--- src/rtl/countdown_ctrl.sv ---
// Seconds countdown controller: button debounce, 1 Hz prescaler,
// BCD countdown FSM driving the display digits and status LEDs.

module countdown_deb #(
  parameter int DEB_CYCLES = 1
) (
  input  logic i_clk,
  input  logic i_rst,
  input  logic i_raw,
  output logic o_press
);

  localparam int DW = $clog2(DEB_CYCLES + 1);
  localparam logic [DW-1:0] LAST = DW'(DEB_CYCLES - 1);

  logic          r_s1;
  logic          r_s2;
  logic          r_stb;
  logic          r_stb_d;
  logic [DW-1:0] r_cnt;

  // Synchronize raw level, accept a new level after a full stable run
  always_ff @(posedge i_clk) begin
    if (i_rst) begin
      r_s1    <= 1'b0;
      r_s2    <= 1'b0;
      r_stb   <= 1'b0;
      r_stb_d <= 1'b0;
      r_cnt   <= '0;
    end else begin
      r_s1    <= i_raw;
      r_s2    <= r_s1;
      r_stb_d <= r_stb;
      if (r_s2 == r_stb) begin
        r_cnt <= '0;
      end else if (r_cnt == LAST) begin
        r_stb <= r_s2;
        r_cnt <= '0;
      end else begin
        r_cnt <= r_cnt + DW'(1);
      end
    end
  end

  assign o_press = r_stb & ~r_stb_d;

endmodule

module countdown_ctrl #(
  parameter int TICK_DIV   = 100_000_000,
  parameter int DEB_CYCLES = 1_000_000,
  parameter int PRESET_SEC = 60
) (
  input  logic       clk,
  input  logic       btnC,
  input  logic       btnU,
  input  logic       btnD,
  output logic [3:0] secTens,
  output logic [3:0] secOnes,
  output logic       running,
  output logic       expired,
  output logic       tick
);

  localparam int PW = $clog2(TICK_DIV);
  localparam logic [PW-1:0] P_LAST = PW'(TICK_DIV - 1);
  localparam logic [3:0] P_TENS = 4'(PRESET_SEC / 10);
  localparam logic [3:0] P_ONES = 4'(PRESET_SEC % 10);

  typedef enum logic [1:0] {
    S_IDLE,
    S_RUN,
    S_PAUSE,
    S_DONE
  } state_t;

  state_t        r_state;
  state_t        w_state_nxt;
  logic [PW-1:0] r_presc;
  logic [PW-1:0] w_presc_nxt;
  logic [3:0]    r_tens;
  logic [3:0]    r_ones;
  logic [3:0]    w_tens_nxt;
  logic [3:0]    w_ones_nxt;
  logic          w_startP;
  logic          w_clearP;
  logic          w_tick;
  logic          w_last_sec;

  countdown_deb #(.DEB_CYCLES(DEB_CYCLES)) u_deb_start (
    .i_clk   (clk),
    .i_rst   (btnC),
    .i_raw   (btnU),
    .o_press (w_startP)
  );

  countdown_deb #(.DEB_CYCLES(DEB_CYCLES)) u_deb_clear (
    .i_clk   (clk),
    .i_rst   (btnC),
    .i_raw   (btnD),
    .o_press (w_clearP)
  );

  assign w_tick     = (r_state == S_RUN) && (r_presc == P_LAST);
  assign w_last_sec = (r_tens == 4'd0) && (r_ones == 4'd1);

  // Next state, prescaler and BCD digits; clear overrides everything
  always_comb begin
    w_state_nxt = r_state;
    w_presc_nxt = r_presc;
    w_tens_nxt  = r_tens;
    w_ones_nxt  = r_ones;
    if (w_clearP) begin
      w_state_nxt = S_IDLE;
      w_presc_nxt = '0;
      w_tens_nxt  = P_TENS;
      w_ones_nxt  = P_ONES;
    end else begin
      unique case (r_state)
        S_IDLE: begin
          if (w_startP) begin
            w_presc_nxt = '0;
            w_state_nxt = (PRESET_SEC == 0) ? S_DONE : S_RUN;
          end
        end
        S_RUN: begin
          if (w_startP) begin
            w_state_nxt = S_PAUSE;
          end
          if (w_tick) begin
            w_presc_nxt = '0;
            if (r_ones != 4'd0) begin
              w_ones_nxt = r_ones - 4'd1;
            end else if (r_tens != 4'd0) begin
              w_ones_nxt = 4'd9;
              w_tens_nxt = r_tens - 4'd1;
            end
            if (w_last_sec) begin
              w_state_nxt = S_DONE;
            end
          end else begin
            w_presc_nxt = r_presc + PW'(1);
          end
        end
        S_PAUSE: begin
          if (w_startP) begin
            w_state_nxt = S_RUN;
          end
        end
        S_DONE: begin
          w_state_nxt = S_DONE;
        end
        default: begin
          w_state_nxt = S_IDLE;
        end
      endcase
    end
  end

  // State, prescaler and digit registers with synchronous reset
  always_ff @(posedge clk) begin
    if (btnC) begin
      r_state <= S_IDLE;
      r_presc <= '0;
      r_tens  <= P_TENS;
      r_ones  <= P_ONES;
    end else begin
      r_state <= w_state_nxt;
      r_presc <= w_presc_nxt;
      r_tens  <= w_tens_nxt;
      r_ones  <= w_ones_nxt;
    end
  end

  assign secTens = r_tens;
  assign secOnes = r_ones;
  assign running = (r_state == S_RUN);
  assign expired = (r_state == S_DONE);
  assign tick    = w_tick;

endmodule

--- config.mk ---
export PLATFORM = sky130hd
export DESIGN_NAME = countdown_ctrl
export DESIGN_NICKNAME = d
export VERILOG_FILES = /design/src/rtl/countdown_ctrl.sv
export SDC_FILE = /design/constraint.sdc
export NUM_CORES = 1
export LEC_CHECK = 0
export CAP_MARGIN = 20
export CORE_MARGIN = 2
export CORE_UTILIZATION = 55
export CTS_CLUSTER_DIAMETER = 150
export DETAILED_ROUTE_END_ITERATION = 16
export PLACE_DENSITY = 0.73
export SKIP_CTS_REPAIR_TIMING = 1
export SLEW_MARGIN = 20
export SYNTH_ARGS = -nofsm -noshare
export SYNTH_HDL_FRONTEND = slang
export SYNTH_SLANG_ARGS = --single-unit
--- constraint.sdc ---
create_clock -name clk -period 2.2 [get_ports clk]
set_input_delay 0.44 -clock clk [delete_from_list [all_inputs] [get_ports clk]]
set_output_delay 0.44 -clock clk [all_outputs]
set_load 0.005 [all_outputs]
* Word-level counts from Yosys, hierarchy flattened
Cells that the tools add are included.
** Word-level totals
- Register bits after elaboration :: 85
** Operators by class
- Add/sub/neg operators :: 5
- Equal/unequal tests :: 11
- Multiplexer cells :: 10
- Bitwise logic cells :: 7
- Reductions and logical operators :: 17
** Operator list (number)
- 2-to-1 mux 27 bit :: 2
- one-hot mux 27 bit (2 select lines) :: 1
- adder 20 x 1 -> 20 bit (second input constant) :: 2
- equality test 20 bit (second input constant) :: 2
- adder 27 x 1 -> 27 bit (second input constant) :: 1
- equality test 27 bit (second input constant) :: 1
- 2-to-1 mux 2 bit :: 4
- 2-to-1 mux 4 bit :: 2
- nonzero test 4 bit :: 2
- subtractor 4 x 1 -> 4 bit (second input constant) :: 2
- one-hot mux 2 bit (3 select lines) :: 1
- AND reduction 2 bit :: 3
- OR reduction 3 bit :: 2
- inverter 1 bit :: 5
- equality test 2 bit (second input constant) :: 2
- equality test 4 x 1 -> 1 bit (second input constant) :: 1
- logical NOT 4 bit :: 1
- inequality test 2 x 1 -> 1 bit (second input constant) :: 2
- AND reduction 4 bit :: 1
- nonzero test 2 bit :: 2
- OR reduction 2 bit :: 2
- AND reduction 3 bit :: 1
- bitwise AND 1 bit :: 2
- equality test 1 bit :: 2
- other kinds (3) :: 4

* Logic depth before layout (Yosys ltp)
- Depth in word-level cells :: 6
- Depth in mapped cells :: 8

* Cells and area by module
A second synthesis with hierarchy kept.
** Unflattened totals
- Cells, all modules :: 474
- Area, all modules :: 4116.4 µm²
** By module, submodules not included
- countdown_deb :: instances 2, cells each 116, area each 1048.5 µm², seq. area each 480.5 µm²
- countdown_ctrl :: instances 1, cells each 242, area each 2019.4 µm², seq. area each 740.7 µm²

* Worst setup path before layout
OpenSTA, ideal clock, no wires.
- Kind :: register -> register
- Start :: reg r_presc[0]
- End :: reg r_presc[12]
- Setup time :: 0.120 ns
- Data arrival time :: 2.052 ns
- Slack :: 0.028 ns
- Cell stages (with the launch flop) :: 9
- Buffers on the path :: 2
- Clock period less this slack :: 2.172 ns
- Cells stage by stage :: dfxtp_1 ha_1 and4_1 buf_4 nand4_4 or4_1 buf_2 a21oi_4 nor2_1
** Between the ends
- Word-level cells in the longest chain between the ends :: 4
- Elaborated cells on any way between the ends :: 5
- Classes of those cells :: add/sub: 1; eq/ne: 1; mux: 2; reduce/logical: 1
** RTL lines
- start, declared :: RTL line 79 : logic [PW-1:0] r_presc;
- start signal, assigned :: RTL line 169 : r_presc <= w_presc_nxt;
- branches (longest 2 deep; another with adder 27 x 1 -> 27 bit)
- 2-to-1 mux 27 bit (*) :: RTL line 130 : if (w_tick) begin
- one-hot mux 27 bit (2 select lines) (*) :: RTL line 119 : unique case (r_state)
Mark *: on every way between the ends.
A chain may end at the register's enable or synchronous reset.

* Worst setup path after layout
Ends and elaborated chain as after synthesis.

==> results.md <==
* Total gr overflow at 0
* IO buf count at 14
* Tot Pwr at around 2.7 mW
* Register bit total from synthesis at 85
* GR Util All Layers at around a quarter
* Crit. End Element: flop
* Delay-heaviest family, CP: simple AND/OR/NAND/NOR gates
* Total core area at a little over 7000 sq um
* Die Span X at a little under 90 um
* Multi-input gate area at approximately 2200 sq um
* DRT antenna net count at 0
* Worst path required time at 2.44 ns
* FF/Latch Area at between 1500 and 2000 sq um
* Clock slew seen by the registers of the worst setup and hold paths at ~0.09 ns
* Initial Util at a little under three fifths
* Relative max-transition margin at a little over half
* Warnings from Yosys at 0
* Synth unique cells at 49
* Worst VDD drop at ~0.66 mV
* Area Overhead vs Synth at 18.88%
* DIE AREA at around 8000 sq um
* Num CTS Buffers at 9
* Routability cong. at around 0.9
* Slowest CP cell: or4_4
* Clk Latency, worst-skew pair at ~0.35 ns
* Max H-tree Level at 3
* Max incr delay on CP at 0.60 ns
* Hold Vio Cnt, Final at 0
* CP Buf/Inv Count at 1
* Rows at 31
* CP cell instances: ha_1 -> and4_4 -> nand4_4 -> or4_4 -> buf_6 -> a21oi_4 -> nor2_1
* Final Skew at about 0.011 ns
* Drt via density at roughly 5.8
* DP Cell Count at 606
* CP arrival at between 2 and 2.5 ns
* Routed Wire Length at 8924 um
* Layout Nets at around 530
* Worst reg2reg setup slack at around 0.10 ns
* HP Class: reg -> reg
* Synthesized netlist net count at 482
* Sequential cell area fraction in the yosys report at a little over two fifths
* Layout fillers at a little over 600
* Final setup viols at 0
* PD cells at 568.7 nW/um^2
* Syn Area/Cell at between 8 and 9 sq um
* Largest net degree at the start of global routing at 21
* Actual slew at the worst max-slew pin at approximately 0.71 ns
* Routed via count at between 3000 and 4000
* Drt pass-1 iters at 4
* Placed Area at 4473 sq um
* Final worst-path cycle share at between 90% and 100%
* Clk sinks at between 80 and 90
* Min Hold Slack at between 0.4 and 0.5 ns
* DRC Markers at 0
* IO Pins at 15
* Longest Clk Path Bufs at 2
* Crit path max fanout at 10
* RSZ-0062 raised after global routing: true
* Max Cap Viol at 0
* Clock Tree Root: clkbuf_8
* F_max at about 480 MHz
* Status: completed
* Min Tclk post-route at around 2.1 ns
* First-pass GRT wire length at approximately 15000 um
* Cells after synthesis at between 400 and 500
* Pins Over Slew Limit at 0
* Leakage at between 1.5 and 2 nW
* Final instance count without filler cells at 623
* Initial antenna violation count at 0
* CTS tree: done
* Starting DRT DRC Count at approximately 190
* Layout Utilization at approximately two thirds
* Layout cells sized above 1 at roughly an eighth
* Routed len/inst at approximately 14 um
* Mapped cell area at between 4000 and 5000 sq um
* Die span in y at around 89 um
* Setup CP Type: reg -> reg
* Vias in the first global route at approximately 3300
* Final instance area at 4758 sq um
* N_diodes at 0
* Detailed Place HPWL at approximately 6100 um
* Critical Path Start Type: flop
-- power breakdown --
| group | leakage, nW | internal [mW] | switching (mW) |
|---|---|---|---|
| clock network | 0.0988 | 0.537 | 0.581 |
| registers | 0.686 | 1.54 | 0.00220 |
| logic | 0.879 | 0.0174 | 0.0269 |
-- logic make-up after synthesis --
| family | share of synthesized area [%] |
|---|---|
| and+or+nand+nor | 32.39 |
| DFF | 42.51 |
| AOI/OAI and AO/OA | 8.441 |
| xor gates and xnor gates | 10.72 |
| buffers and inverters | 3.188 |
| muxes | 1.501 |
| adders and majority gates | 1.250 |
-- stage by stage --
step | setup slack [ns] | TNS (ns)
3_3_place_gp | 0.05398 | 0
3_5_place_dp | -0.001736 | -0.001736
2_1_floorplan | 0.02820 | 0
5_1_grt | -0.002432 | -0.002432
4_1_cts | -0.4011 | -0.4011
6_report | 0.1027 | 0
-- sequential cells by signal, summed over array words and instances (netlist names), 2 cells and up --
register	flops
r_presc	27
u_deb_clear.r_cnt	20
u_deb_start.r_cnt	20
secOnes	4
secTens	4
r_state	2
-- worst reg2reg max path: stages, from the launching register on --
cell and delay, ns:
dfxtp_1 0.34, ha_1 0.18, and4_4 0.25, nand4_4 0.14, or4_4 0.60, buf_6 0.17, a21oi_4 0.23, nor2_1 0.08
-- path summary, 6_finish.rpt --
check | depth (start not counted) | to | startpoint
setup reg to reg | 7 | r_presc[12] | r_presc[0]
hold / removal | 1 | u_deb_start.r_s2 | u_deb_start.r_s1
setup / recovery | 7 | r_presc[12] | r_presc[0]
hold reg to reg | 1 | u_deb_start.r_s2 | u_deb_start.r_s1
-- synth_stat cells (all sizes together) --
master / count / share of area, %
clkbuf: 14 / 1.3
a21oi: 11 / 1.7
o311ai: 1 / 0.22
a21boi: 1 / 0.19
and3: 13 / 2.0
a31oi: 9 / 1.4
nor2b: 7 / 1.1
nor4: 11 / 1.9
o21a: 1 / 0.19
o311a: 2 / 0.50
a31o: 1 / 0.22
ha: 4 / 1.3
a311oi: 1 / 0.22
inv: 12 / 1.1
nand3: 31 / 3.9
nand2: 38 / 3.6
a311o: 1 / 0.25
nor3: 13 / 1.6
nand4b: 2 / 0.44
o31ai: 1 / 0.19
xnor2: 22 / 4.8
buf: 5 / 0.66
nor2: 70 / 6.6
mux2i: 6 / 1.5
nand2b: 2 / 0.31
o21bai: 1 / 0.19
or2: 1 / 0.16
nor4b: 6 / 1.3
nor3b: 2 / 0.38
nor4bb: 2 / 0.50
a22oi: 3 / 0.56
o211ai: 2 / 0.38
dfxtp: 85 / 43
and2: 5 / 0.78
a21o: 1 / 0.19
nand4: 26 / 4.4
a32oi: 1 / 0.22
o21ai: 13 / 1.6
a41o: 1 / 0.25
xor2: 27 / 5.9
or4: 4 / 0.75
clkinv: 1 / 0.094
and4: 8 / 1.8
or3: 6 / 0.94
-- cell type report --
type                    instances  area share [%]
multi-input cells             357           47.17
flip-flops and latches         85           35.79
repair buffers                 53           9.230
clock buffers                  10           2.682
well taps                      99           2.603
clock inverters                 6           1.499
inverters                      13           1.026
-- routing by layer --
| metal | wire length, um | track usage, % | up-vias |
|---|---|---|---|
| met1 | 4028 | 29.30 | 1695 |
| met3 | 363 | 4.894 | 20 |
| li1 | - | - | 1783 |
| met5 | 0 | 0 | - |
| met2 | 4394 | 38.59 | 87 |
| met4 | 137 | 10.45 | 0 |
-- cell usage in the layout (no fill, tap or decap), drive strengths merged, types with 7 or more instances in the layout --
master         instances
clkdlybuf4s50         13
and4                   8
buf                   39
a31oi                  9
dfxtp                 85
and3                  13
a21oi                 11
nand3                 31
nor3                  13
nand4                 26
inv                   14
nor2b                  7
o21ai                 13
nor4                  11
clkbuf                10
nor2                  70
nand2                 38
xor2                  27
xnor2                 22
Power figures use the tool's default switching activity.
